==> src/rtl/ex_muldiv_unit_if.sv <==
// Request/response bundle between the EX stage and the iterative mul/div unit.
// Requests carry forwarded operands; responses return on a valid/ready pair.
interface ex_muldiv_unit_if #(
  parameter int XLEN = 32
);
  logic            req_valid;
  logic            req_ready;
  logic [2:0]      req_op;
  logic [XLEN-1:0] req_a;
  logic [XLEN-1:0] req_b;
  logic            flush;
  logic            busy;
  logic            resp_valid;
  logic            resp_ready;
  logic [XLEN-1:0] resp_data;

  modport master (
    output req_valid, req_op, req_a, req_b,
    output flush, resp_ready,
    input  req_ready, busy, resp_valid, resp_data
  );

  modport slave (
    input  req_valid, req_op, req_a, req_b,
    input  flush, resp_ready,
    output req_ready, busy, resp_valid, resp_data
  );
endinterface

==> src/rtl/ex_muldiv_unit.sv <==
// Iterative RV32M multiply/divide unit beside the EX-stage ALU.
// Shift-add multiply and restoring divide, BITS_PER_CYCLE bits per step.
module ex_muldiv_unit #(
  parameter int XLEN           = 32,
  parameter int BITS_PER_CYCLE = 1
) (
  input logic             clk,
  input logic             rst,
  ex_muldiv_unit_if.slave bus
);
  localparam int BPC   = BITS_PER_CYCLE;
  localparam int STEPS = XLEN / BPC;
  localparam int CW    = $clog2(STEPS + 1);
  localparam int MW    = XLEN + BPC;
  localparam int PW    = 2*XLEN + BPC;

  localparam logic [CW-1:0] LAST = CW'(STEPS - 1);
  localparam logic [XLEN-1:0] SMIN =
    {1'b1, {(XLEN-1){1'b0}}};

  localparam logic [1:0] IDLE = 2'd0;
  localparam logic [1:0] CALC = 2'd1;
  localparam logic [1:0] DONE = 2'd2;

  logic [1:0]        state_q, state_d;
  logic [CW-1:0]     cnt_q, cnt_d;
  logic [2:0]        op_q, op_d;
  logic              neg_q, neg_d;
  logic              rneg_q, rneg_d;
  logic [XLEN-1:0]   b_q, b_d;
  logic [2*XLEN-1:0] acc_q, acc_d;
  logic [XLEN:0]     rem_q, rem_d;
  logic [XLEN-1:0]   res_q, res_d;

  logic            accept;
  logic            a_sgn, b_sgn;
  logic            sa, sb;
  logic [XLEN-1:0] mag_a, mag_b;
  logic            div_zero, div_ovf;
  logic            special;
  logic [XLEN-1:0] sp_res;

  assign accept = bus.req_valid & ~bus.flush
                & (state_q == IDLE);

  assign a_sgn = (bus.req_op == 3'd1)
               | (bus.req_op == 3'd2)
               | (bus.req_op == 3'd4)
               | (bus.req_op == 3'd6);
  assign b_sgn = (bus.req_op == 3'd1)
               | (bus.req_op == 3'd4)
               | (bus.req_op == 3'd6);

  assign sa    = a_sgn & bus.req_a[XLEN-1];
  assign sb    = b_sgn & bus.req_b[XLEN-1];
  assign mag_a = sa ? -bus.req_a : bus.req_a;
  assign mag_b = sb ? -bus.req_b : bus.req_b;

  assign div_zero = bus.req_op[2]
                  & (bus.req_b == '0);
  assign div_ovf  = bus.req_op[2] & ~bus.req_op[0]
                  & (bus.req_a == SMIN)
                  & (&bus.req_b);
  assign special  = div_zero | div_ovf;

  always_comb begin
    sp_res = bus.req_a;
    unique case (1'b1)
      div_zero & bus.req_op[1]:  sp_res = bus.req_a;
      div_zero & ~bus.req_op[1]: sp_res = '1;
      ~div_zero & bus.req_op[1]: sp_res = '0;
      default:                   sp_res = bus.req_a;
    endcase
  end

  // Multiply: low acc bits hold the remaining multiplier digits.
  logic [MW-1:0]     pp;
  logic [PW-1:0]     psum;
  logic [2*XLEN-1:0] prod_n;

  always_comb begin
    pp     = MW'(b_q) * MW'(acc_q[BPC-1:0]);
    psum   = PW'(acc_q) + {pp, {XLEN{1'b0}}};
    prod_n = (2*XLEN)'(psum >> BPC);
  end

  // Divide: acc low half shifts dividend out and quotient in.
  logic [XLEN:0]   r;
  logic [XLEN-1:0] q;

  always_comb begin
    r = rem_q;
    q = acc_q[XLEN-1:0];
    for (int i = 0; i < BPC; i++) begin
      r = {r[XLEN-1:0], q[XLEN-1]};
      q = {q[XLEN-2:0], 1'b0};
      if (r >= {1'b0, b_q}) begin
        r    = r - {1'b0, b_q};
        q[0] = 1'b1;
      end
    end
  end

  logic [2*XLEN-1:0] prod_f;
  logic [XLEN-1:0]   quo_f, rem_f;
  logic [XLEN-1:0]   calc_res;

  assign prod_f = neg_q  ? -prod_n : prod_n;
  assign quo_f  = neg_q  ? -q : q;
  assign rem_f  = rneg_q ? -r[XLEN-1:0]
                         : r[XLEN-1:0];

  always_comb begin
    calc_res = quo_f;
    unique case (1'b1)
      op_q == 3'd0:
        calc_res = prod_f[XLEN-1:0];
      ~op_q[2] & (op_q != 3'd0):
        calc_res = prod_f[2*XLEN-1:XLEN];
      op_q[2] & op_q[1]:
        calc_res = rem_f;
      default:
        calc_res = quo_f;
    endcase
  end

  always_comb begin
    state_d = state_q;
    cnt_d   = cnt_q;
    op_d    = op_q;
    neg_d   = neg_q;
    rneg_d  = rneg_q;
    b_d     = b_q;
    acc_d   = acc_q;
    rem_d   = rem_q;
    res_d   = res_q;
    unique case (state_q)
      IDLE: begin
        if (accept) begin
          op_d   = bus.req_op;
          neg_d  = sa ^ sb;
          rneg_d = sa;
          b_d    = mag_b;
          acc_d  = {{XLEN{1'b0}}, mag_a};
          rem_d  = '0;
          cnt_d  = '0;
          if (special) begin
            state_d = DONE;
            res_d   = sp_res;
          end else begin
            state_d = CALC;
          end
        end
      end
      CALC: begin
        if (bus.flush) begin
          state_d = IDLE;
        end else begin
          cnt_d = cnt_q + CW'(1);
          if (op_q[2]) begin
            acc_d = {acc_q[2*XLEN-1:XLEN], q};
            rem_d = r;
          end else begin
            acc_d = prod_n;
          end
          if (cnt_q == LAST) begin
            state_d = DONE;
            res_d   = calc_res;
          end
        end
      end
      DONE: begin
        if (bus.flush | bus.resp_ready)
          state_d = IDLE;
      end
      default: state_d = IDLE;
    endcase
  end

  always_ff @(posedge clk or negedge rst) begin
    if (!rst) begin
      state_q <= IDLE;
      cnt_q   <= '0;
      op_q    <= '0;
      neg_q   <= 1'b0;
      rneg_q  <= 1'b0;
      b_q     <= '0;
      acc_q   <= '0;
      rem_q   <= '0;
      res_q   <= '0;
    end else begin
      state_q <= state_d;
      cnt_q   <= cnt_d;
      op_q    <= op_d;
      neg_q   <= neg_d;
      rneg_q  <= rneg_d;
      b_q     <= b_d;
      acc_q   <= acc_d;
      rem_q   <= rem_d;
      res_q   <= res_d;
    end
  end

  assign bus.req_ready  = (state_q == IDLE);
  assign bus.resp_valid = (state_q == DONE);
  assign bus.busy       = (state_q == CALC)
                        | ((state_q == DONE)
                           & ~bus.resp_ready);
  assign bus.resp_data  = res_q;
endmodule

==> src/flat_wrapper.sv <==
// flat-port wrapper written by rule: the top's interface ports become plain ports
module ex_muldiv_unit_flat 
#(
  parameter int XLEN           = 32,
  parameter int BITS_PER_CYCLE = 1
)
  (clk, rst, bus_req_valid, bus_req_op, bus_req_a, bus_req_b, bus_flush, bus_resp_ready, bus_req_ready, bus_busy, bus_resp_valid, bus_resp_data);
  ex_muldiv_unit_if #(.XLEN(XLEN)) bus_i ();
  input logic clk;
  input logic rst;
  input wire logic [$bits(bus_i.req_valid)-1:0] bus_req_valid;
  input wire logic [$bits(bus_i.req_op)-1:0] bus_req_op;
  input wire logic [$bits(bus_i.req_a)-1:0] bus_req_a;
  input wire logic [$bits(bus_i.req_b)-1:0] bus_req_b;
  input wire logic [$bits(bus_i.flush)-1:0] bus_flush;
  input wire logic [$bits(bus_i.resp_ready)-1:0] bus_resp_ready;
  output wire logic [$bits(bus_i.req_ready)-1:0] bus_req_ready;
  output wire logic [$bits(bus_i.busy)-1:0] bus_busy;
  output wire logic [$bits(bus_i.resp_valid)-1:0] bus_resp_valid;
  output wire logic [$bits(bus_i.resp_data)-1:0] bus_resp_data;
  assign bus_i.req_valid = bus_req_valid;
  assign bus_i.req_op = bus_req_op;
  assign bus_i.req_a = bus_req_a;
  assign bus_i.req_b = bus_req_b;
  assign bus_i.flush = bus_flush;
  assign bus_i.resp_ready = bus_resp_ready;
  assign bus_req_ready = bus_i.req_ready;
  assign bus_busy = bus_i.busy;
  assign bus_resp_valid = bus_i.resp_valid;
  assign bus_resp_data = bus_i.resp_data;
  ex_muldiv_unit #(.XLEN(XLEN), .BITS_PER_CYCLE(BITS_PER_CYCLE)) u_core (.clk(clk), .rst(rst), .bus(bus_i));
endmodule
==> config.mk <==
export PLATFORM = sky130hd
export DESIGN_NAME = ex_muldiv_unit_flat
export DESIGN_NICKNAME = d
export VERILOG_FILES = /design/src/rtl/ex_muldiv_unit_if.sv /design/src/rtl/ex_muldiv_unit.sv /design/src/flat_wrapper.sv
export SDC_FILE = /design/constraint.sdc
export NUM_CORES = 1
export LEC_CHECK = 0
export BUFFER_PORTS_ARGS = -buffer_cell sky130_fd_sc_hd__buf_2
export CORE_ASPECT_RATIO = 1.25
export CORE_MARGIN = 2
export CORE_UTILIZATION = 42
export DETAILED_ROUTE_END_ITERATION = 10
export GPL_ROUTABILITY_DRIVEN = 0
export SETUP_SLACK_MARGIN = 0.4
export SLEW_MARGIN = 25
export SYNTH_ARGS = -nofsm -noshare
export SYNTH_HDL_FRONTEND = slang
export SYNTH_SLANG_ARGS = --single-unit
==> constraint.sdc <==
create_clock -name clk -period 5.49 [get_ports clk]
set_clock_uncertainty 0.1 [all_clocks]
set_input_delay 0.2745 -clock clk [delete_from_list [all_inputs] [get_ports clk]]
set_output_delay 0.2745 -clock clk [all_outputs]
set_load 0.005 [all_outputs]
Yosys cells after proc, flatten, opt, wreduce, memory -nomap -nowiden
Index checks and enable logic that the tools add are counted.
- $add $sub $neg: 8
- multiply operators: 1
- magnitude comparators: 1
- eq/ne operators: 16
- mux-type cells: 31
- bitwise logic cells: 28
- reduce and logical (&&, ||, !) cells: 12
- operators by type and width (operator ; number):
    $mux 32 ; 12
    $mux 64 ; 4
    $pmux 32 s2 ; 3
    $neg 32->32 ; 4
    $pmux 64 s2 ; 1
    $pmux 32 s3 ; 1
    $add 64x65->65 ; 1
    $neg 64->64 ; 1
    $ge 33x32->1 ; 1
    $mul 32x1->33 ; 1
    $eq 32x32->1 const B ; 1
    $logic_not 32->1 ; 1
    $reduce_and 32->1 ; 1
    $sub 32x32->32 ; 1
    $and 1x1->1 ; 13
    $mux 6 ; 2
    $pmux 6 s2 ; 1
    $mux 2 ; 5
    $ne 2x1->1 const B ; 5
    $or 1x1->1 ; 8
    $reduce_and 4->1 ; 2
    $add 6x1->6 const B ; 1
    $eq 3x3->1 const B ; 2
    $eq 6x5->1 const B ; 1
    other kinds (17) ; 24
- register bits: 173
- bits of input ports: 72
- output and inout bits: 35
- logic and storage cells: 107

Logic depth before layout (Yosys ltp)
Gate-level depths: netlist of run 1.
- depth after elaboration: 8
- depth in mapped cells: 24
- mapped depth without buffers: 19

Worst setup path before layout of run 1
OpenSTA, ideal clock, no wires.
- path kind: flip-flop to flip-flop
- from: reg u_core.rem_q[12]
- to: reg u_core.res_q[20], in the netlist u_core.bus.resp_data[20]
- library setup time: 127 ps
- arrival: 5316 ps
- data required time: 5263 ps
- slack: -53 ps
- cell stages (with the launch flop): 23
- buffers on the path: 5
- period minus slack after synthesis: 5543 ps
- cell sequence: dfrtp_1 -> ha_1 -> clkbuf_1 -> nand4_1 -> or4_1 -> o41a_1 -> o21ai_1 -> or2_2 -> clkbuf_1 -> clkbuf_1 -> buf_2 -> buf_1 -> nand2_1 -> o21ai_0 -> ha_1 -> nand3b_1 -> nor4_1 -> a41oi_1 -> or2_2 -> o21ai_0 -> xnor2_1 -> a221oi_1 -> nor2_1
- word-level cells in the longest chain between the ends: 8
- elaborated cells between the ends (all ways): 12
- those cells by class: add/sub (3); order compare (1); mux (8)
- ends and longest elaborated chain (what ; line ; text):
    start, declared ; ex_muldiv_unit.sv:32 ; logic [XLEN:0] rem_q, rem_d;
    start signal, assigned ; ex_muldiv_unit.sv:199 ; rem_q <= rem_d;
    $sub 32x32->32 or $ge 33x32->1 (tied branches) ; ex_muldiv_unit.sv:98, ex_muldiv_unit.sv:97 ;
    $mux 32 or $mux 1 (tied branches) ; ex_muldiv_unit.sv:97 ; if (r >= {1'b0, b_q}) begin
    $neg 32->32, on equally long branches ; ex_muldiv_unit.sv:110, ex_muldiv_unit.sv:109 ;
    $mux 32, on equally long branches ; ex_muldiv_unit.sv:110, ex_muldiv_unit.sv:109 ;
    $pmux 32 s3 * ; ex_muldiv_unit.sv:115 ; unique case (1'b1)
    $mux 32 * ; ex_muldiv_unit.sv:166 ; if (cnt_q == LAST) begin
    $mux 32 * ; ex_muldiv_unit.sv:156 ; if (bus.flush) begin
    $pmux 32 s2 * ; ex_muldiv_unit.sv:137 ; unique case (state_q)
    end signal, assigned ; ex_muldiv_unit.sv:200 ; res_q <= res_d;
    end, declared ; ex_muldiv_unit.sv:33 ; logic [XLEN-1:0] res_q, res_d;
Mark *: on every way between the ends. The rest lies on a longest branch, timed or not. The select of a mux whose other input is x is not followed.
A chain may end at the register's enable or synchronous reset.

Worst setup path in the final report of run 1
- from: reg u_core.acc_q[0]
- to: reg u_core.res_q[26], in the netlist u_core.bus.resp_data[26]
- word-level cells in the longest chain between the ends: 8
- elaborated cells between the ends (all ways): 10
- those cells by class: add/sub (3); mul (1); mux (6)
- ends and longest elaborated chain (what ; line ; text):
    start, declared ; ex_muldiv_unit.sv:31 ; logic [2*XLEN-1:0] acc_q, acc_d;
    start signal, assigned ; ex_muldiv_unit.sv:188 ; acc_q <= '0;
    start signal, assigned ; ex_muldiv_unit.sv:198 ; acc_q <= acc_d;
    $mul 32x1->33 ; ex_muldiv_unit.sv:82 ; pp = MW'(b_q) * MW'(acc_q[BPC-1:0]);
    $add 64x65->65 ; ex_muldiv_unit.sv:83 ; psum = PW'(acc_q) + {pp, {XLEN{1'b0}}};
    $neg 64->64 ; ex_muldiv_unit.sv:108 ; assign prod_f = neg_q ? -prod_n : prod_n;
    $mux 64 ; ex_muldiv_unit.sv:108 ;
    $pmux 32 s3 * ; ex_muldiv_unit.sv:115 ;
    $mux 32 * ; ex_muldiv_unit.sv:166 ;
    $mux 32 * ; ex_muldiv_unit.sv:156 ;
    $pmux 32 s2 * ; ex_muldiv_unit.sv:137 ;
Marks and branches as above.

==> summary.md, run 1 <==
| Metric | Value |
|---|---|
| PortBufs | 106 |
| Hold crit path type | in -> async |
| Status | finished clean |
| Count of cell types in the netlist | 83 |
| Max-slew headroom | 31.4% |
| Effective utilization at floorplan | 42.6% |
| Synthesized area per cell | 7.68 um^2 |
| CTS max path bufs | 2 |
| Area of placed instances | 17700 um^2 |
| Pre-Repair DR Iteration Count | 8 |
| Ys Warns | 0 |
| Die height | 227 um |
| Number of synthesized flops with an enable pin | 0 |
| Rows | 81 |
| Wire per inst | 23.4 um |
| Area Overhead vs Synth | 12.5% |
| Drt initial violations | 1786 |
| Die X | 182 um |
| Final Max Tran Viols | 0 |
| Max_cap viols | 0 |
| DRC viols | 0 |
| Critical Path End Type | flip-flop |
| Worst-Skew Late Latency | 0.48 ns |
| Synth async-reset ratio | 100% |
| Critical Path RT | 5.78 ns |
| First-pass GRT wire length | 97300 um |
| DP Wirelength | 49100 um |
| Leak | 7.98 nW |
| Final hold vios | 0 |
| Post-place setup slack | -0.188 ns |
| Max VDD drop | 0.207 mV |
| Min Hold Slack | 0.0368 ns |
| Diode count | 0 |
| Total wire length | 63800 um |
| Area of the mapped netlist | 16700 um^2 |
| Syn nets | 2313 |
| Ys flop type | dfrtp_1 |
| Worst setup SP type | flip-flop |
| PwrDens | 348 nW/um^2 |
| Critical path fanouts, max | 14 |
| CTS tree | built |
| Clock Sinks | 173 |
| Post-layout util | 47.9% |
| Crit path DAT | 5.23 ns |
| Synthesized instance count | 2167 |
| Period utilisation layout | 90.1% |
| GRT Overall Usage | 30.8% |
| Seq/Total Area, Yosys | 26.0% |
| Vias per std cell | 6.37 |
| Layout cell share with drive strength beyond 1 | 12.8% |
| CP Class | reg -> reg |
| Pin count of the biggest net entering global routing | 172 |
| Die footprint | 41300 um^2 |
| Fmax achieved | 202 MHz |
| Most frequent cells in the layout | nand2_1 (226), o21ai_0 (213), a21oi_1 (180), dfrtp_1 (170), nor2_1 (146) |
| CTS Buf Count | 17 |
| CTS H-tree lvls | 4 |
| IO Pins | 107 |
| Vias in the first global route | 16300 |
| Vias | 17400 |
| Period minus WS final | 4.95 ns |
| Root Buffer | clkbuf_16 |
| Congestion Overflow GR | 0 |
| Fin area | 18700 um^2 |
| Final setup TNS | 0 ns |
| Antenna Nets Post-Route | 0 |
| Final setup slack of the worst path | 0.544 ns |
| Clock transition at the registers of the reported paths | 0.07 ns |
| Setup violators final | 0 |
| Reg2Reg Setup Slack | 0.54 ns |
| Initial antenna violation count | 0 |
| Yosys reg bits | 173 |
| Commonest non-fill, non-tap cell in the layout | nand2_1 |
| NumNets Final | 2362 |
| RSZ-0062 raised after global routing | yes |
| Worst slew pin tran | 1.02 ns |
| Core Area | 39100 um^2 |
[routing by layer]
metal / GRT usage [%] / vias up / wire (um)
li1: - / 8069 / -
met1: 39.1 / 8297 / 26200
met2: 48.0 / 802 / 28100
met3: 4.85 / 190 / 4510
met4: 21.4 / 0 / 4910
met5: 0 / - / 0
[flip-flops by register name, indices dropped and copies added, names as in the netlist]
| signal | count |
|---|---|
| u_core.state_q | 2 |
| u_core.op_q | 3 |
| u_core.b_q | 32 |
| u_core.rneg_q | 1 |
| u_core.neg_q | 1 |
| u_core.bus.resp_data | 32 |
| u_core.acc_q | 64 |
| u_core.cnt_q | 6 |
| u_core.rem_q | 32 |
[cell usage after synthesis, types with 8 or more instances]
cell type  number  share of area (%)
nor4_1         15               0.56
nor2_1        155                3.5
nand4_1        30                1.1
a31oi_1        25               0.94
xor2_1        108                5.7
o21ai_0       214                6.4
or4_1          14               0.63
o21bai_1        9               0.41
ha_1           72                5.4
and2_1         19               0.71
inv_1          69                1.6
a22o_1         25                1.3
o211ai_1       16               0.72
or2_2          13               0.49
mux2i_1        52                3.1
dfrtp_1       173                 26
nor3_1         52                1.6
nand2b_1       15               0.56
o221ai_1       25                1.3
nand3_1        62                1.9
a221oi_1       11               0.58
and3_1         14               0.53
nand2_1       226                5.1
a21o_1         29                1.3
or3_1          24               0.90
o31ai_1        47                2.1
o21a_1         12               0.54
nor2b_1         8               0.30
xnor2_1       115                6.0
a211oi_1       27                1.2
o22ai_1        18               0.68
buf_1          11               0.25
a21oi_1       184                5.5
o21ai_1         8               0.24
clkbuf_1      130                2.9
o41ai_1        21                1.1
[layout make-up]
cell class              count  area [um^2]
fillers                  3915        20400
multi-input cells        1778        11800
flip-flops and latches    173         4330
repair buffers            175         1110
well taps                 498          623
clock buffers              22          464
inverters                  71          272
clock inverters             9          159
[what timing repair did]
item / 4_1_cts / 5_1_grt
setup buffers: 4 / 8
pin swaps: 1 / 5
hold buffers: 5 / 0
endpoints found under the setup margin: 18 / 22
endpoints found under the hold margin: 44 / 0
resized for setup: 24 / 28
[path summary, 6_finish.rpt]
path                            cells past startpoint                  endpoint                startpoint
worst max-delay path                               19  u_core.bus.resp_data[26]           u_core.acc_q[0]
worst min-delay path                                2             u_core.b_q[3]                       rst
worst max register to register                     19  u_core.bus.resp_data[26]           u_core.acc_q[0]
worst min register to register                      2  u_core.bus.resp_data[21]  u_core.bus.resp_data[21]
max in group asynchronous                           4           u_core.acc_q[0]                       rst
min in group clk                                    3          u_core.acc_q[18]             bus_req_a[18]
[critical path, cell delays in order (launching register included)]
cell	delay, ns
dfrtp_2	0.40
clkinvlp_4	0.11
buf_12	0.16
buf_4	0.21
nor2_1	0.34
ha_1	0.38
a21oi_1	0.22
o21ai_0	0.16
o21ai_0	0.19
nand2_1	0.20
or2_2	0.36
o311ai_0	0.36
buf_4	0.21
nand4_1	0.15
buf_4	0.19
nand4bb_4	0.21
o21ai_0	0.26
xor2_1	0.14
or3_1	0.36
o211ai_1	0.11
[power by group]
group          total, mW  switching (mW)  internal (mW)
Sequential          1.78           0.312           1.46
Combinational       3.38            2.13           1.25
Clock               1.36           0.572          0.786
[through the flow]
| stage | total power [mW] | std cells |
|---|---|---|
| after CTS | 6.34 | 2717 |
| after detailed placement | 4.92 | 2677 |
| after floorplan | 3.94 | 2167 |
| after global placement | 4.90 | 2677 |
| final | 6.52 | 2726 |
| after global routing | 6.86 | 2726 |
[logic make-up (layout without fill, tap and decap cells)]
logic type / count (synthesis) / in the layout / share of synthesized area (%)
compound gates: 743 / 743 / 28.4
xor+xnor: 223 / 223 / 11.7
fa+ha+maj: 74 / 74 / 5.65
buf+inv: 216 / 277 / 4.94
flops: 173 / 173 / 26.0
mux: 59 / 59 / 3.60
simple gates: 679 / 679 / 19.7
(Power assumes the default switching activity.)
==> run 2, diff against run 1 <==
Settings changed: CELL_PAD_IN_SITES_DETAIL_PLACEMENT from default to 0, CELL_PAD_IN_SITES_GLOBAL_PLACEMENT from default to 1, PLACE_DENSITY_LB_ADDON from default to 0.1.
==> run 2 against run 1 <==
Against the previous run:
- non-clock buffer count is 4 higher
- sequential share of layout area hardly changed
- critical path type unchanged
- largest cell class unchanged
- hold slack better by 0.0046 ns
- sequential power hardly changed
- final area is 0.17% lower
- count of clock-buffer cells in the layout is 3 lower
- highest routed layer unchanged
==> summary.md, run 2 (synthesized netlist as in run 1, its figures left out) <==
| Metric | Value |
|---|---|
| Net Sw Power | 3.11 mW (+2.9%) |
| Clock power frac | 19.2% (-1.7 points) |
| RSZ-0062 raised after global routing | yes |
| Hold crit path type | in -> reg |
| Root Buffer | clkbuf_16 |
| Diode count | 0 (unchanged) |
| Layout cell share with drive strength beyond 1 | 12.9% (+0.16 points) |
| CTS Buf Count | 17 (unchanged) |
| Status | finished clean |
| PortBufs | 106 (unchanged) |
| Largest Register | u_core.acc_q |
| Vias per std cell | 6.38 (+0.26%) |
| CP max stage cell | or4_4 |
| Total wire length | 68300 um (+7.2%) |
| Max VDD drop | 0.237 mV (+15%) |
| DP Wirelength | 53000 um (+7.9%) |
| CP Class | reg -> reg |
| Die X | 182 um (unchanged) |
| Comb power frac | 53.3% (+1.4 points) |
| Max_cap viols | 0 (unchanged) |
| Max FFs per register | 64 (unchanged) |
| Initial antenna violation count | 0 (unchanged) |
| CP Cell Sequence | clkinvlp_4, buf_12, buf_4, nor2_2, ha_2, nand3_1, nand2_1, xor2_1, a2111oi_2, or3b_4, or3_1, or4_4, nand4bb_4, o31ai_4, xnor2_1, a221oi_2, nor2_1 |
| Period minus WS final | 4.96 ns (+0.0134 ns) |
| Worst slew pin tran | 1.04 ns (+0.0161 ns) |
| Effective utilization at floorplan | 42.6% (unchanged) |
| Clock Sinks | 173 (unchanged) |
| Core Area | 39100 um^2 (unchanged) |
| CTS max path bufs | 2 (unchanged) |
| Crit path DAT | 5.22 ns (about the same) |
| PwrDens | 346 nW/um^2 (-0.61%) |
| Commonest non-fill, non-tap cell in the layout | nand2_1 |
| Wire per inst | 25.0 um (+7.0%) |
| Sw frac | 48.0% (+1.7 points) |
| IO Pins | 107 (unchanged) |
| First-pass GRT wire length | 104000 um (+6.6%) |
| Vias | 17400 (+0.40%) |
| Critical path fanouts, max | 8 (-6) |
| GRT Overall Usage | 33.1% (+2.3 points) |
| Final setup slack of the worst path | 0.530 ns (-0.0134 ns) |
| Critical Path RT | 5.75 ns (-0.03 ns) |
| Area Overhead vs Synth | 12.3% |
| Period utilisation layout | 90.3% (+0.24 points) |
| Drt initial violations | 1687 (-5.5%) |
| Share of power burned in registers | 27.5% (+0.2 points) |
| Max-slew headroom | 30.4% (-1.1 points) |
| CP peak stage delay | 0.50 ns (+0.10 ns) |
| CTS H-tree lvls | 4 (unchanged) |
| Final Max Tran Viols | 0 (unchanged) |
| Leak | 7.98 nW (about the same) |
| Pre-Repair DR Iteration Count | 8 (unchanged) |
| DRC viols | 0 (unchanged) |
| Fmax achieved | 202 MHz (-0.27%) |
| Rows | 81 (unchanged) |
| Die footprint | 41300 um^2 (unchanged) |
| Min Hold Slack | 0.0414 ns (+0.00460 ns) |
| Worst-Skew Late Latency | 0.48 ns (about the same) |
| CTS tree | built |
| Vias in the first global route | 16500 (+1.2%) |
| Clock transition at the registers of the reported paths | 0.08 ns (about the same) |
| Cell-internal power | 3.36 mW (-3.9%) |
| Congestion Overflow GR | 0 (unchanged) |
| NumNets Final | 2366 (+0.17%) |
| Post-place setup slack | 0.162 ns (+0.350 ns) |
| Pin count of the biggest net entering global routing | 101 (-41%) |
| Critical Path End Type | flip-flop |
| Most frequent cells in the layout | nand2_1 (226), o21ai_0 (209), a21oi_1 (178), dfrtp_1 (170), nor2_1 (148) |
| Worst setup SP type | flip-flop |
| Die height | 227 um (unchanged) |
| Final hold vios | 0 (unchanged) |
| Final setup TNS | 0 ns (unchanged) |
| Antenna Nets Post-Route | 0 (unchanged) |
| Setup violators final | 0 (unchanged) |
## run 2: cell count changes in the layout (fill, tap and decap cells not counted), sizes merged
cell      previous run  this run
inv                 70        71
clkbuf              22        20
clkinvlp             2         3
buf                170       173
bufinv               4         1
clkinv               4         8
## run 2: area by class of cell
class / instances / area (um^2)
clock buffers: 19 / 443
clock inverters: 12 / 115
fillers: 3989 / 20400
inverters: 71 / 272
multi-input cells: 1778 / 11700
flip-flops and latches: 173 / 4330
well taps: 498 / 623
repair buffers: 179 / 1170
## run 2: worst paths after layout
check | from | to | slack (ns) | depth (start not counted)
setup reg to reg | u_core.acc_q[0] | u_core.bus.resp_data[30] | 0.53 | 17
hold reg to reg | u_core.bus.resp_data[5] | u_core.bus.resp_data[5] | 0.38 | 2
min in group asynchronous | rst | u_core.cnt_q[3] | 0.35 | 2
max in group asynchronous | rst | u_core.acc_q[44] | 3.67 | 3
setup / recovery | u_core.acc_q[0] | u_core.bus.resp_data[30] | 0.53 | 17
hold / removal | bus_req_b[30] | u_core.b_q[30] | 0.04 | 3
## run 2: stage by stage
stage	area [um^2]	total power, mW	util, %	instances
3_5_place_dp	17800	5.03	45.5	2687
2_1_floorplan	16700	3.94	-	2167
3_3_place_gp	17800	5.04	45.5	2687
5_1_grt	18700	6.81	47.8	2730
6_report	18700	6.46	47.8	2730
4_1_cts	18500	6.32	47.3	2726
## run 2: power groups by stage
stage	logic (mW)	clock network, mW	registers [mW]
4_1_cts	3.30	1.25	1.77
5_1_grt	3.72	1.29	1.80
3_5_place_dp	3.24	0	1.79
6_report	3.45	1.24	1.78
2_1_floorplan	2.36	0	1.58
3_3_place_gp	3.26	0	1.78
## run 2: metal layers
metal / GRT usage (%) / up-vias / wire length (um)
li1: - / 8068 / -
met1: 44.6 / 8482 / 29500
met2: 52.7 / 754 / 31000
met3: 4.50 / 124 / 4590
met4: 15.3 / 0 / 3190
met5: 0 / - / 0
## run 2: what timing repair did
action                     in CTS  in global routing
buffers inserted                3                  2
pin swaps                       0                  5
setup endpoints to repair      14                 22
hold endpoints to repair       97                  0
hold buffers                    5                  0
gates resized for setup        16                 37
## run 2: critical path, delay by kind of cell, from the launching register on
| kind | cells | cell delay (ns) |
|---|---|---|
| buffers and inverters | 3 | 0.41 |
| flip-flops | 1 | 0.42 |
| adder cells (fa/ha/maj) | 1 | 0.36 |
| AND/OR/NAND/NOR | 8 | 2.15 |
| AO/OA/AOI/OAI | 3 | 0.99 |
| XOR/XNOR | 2 | 0.39 |
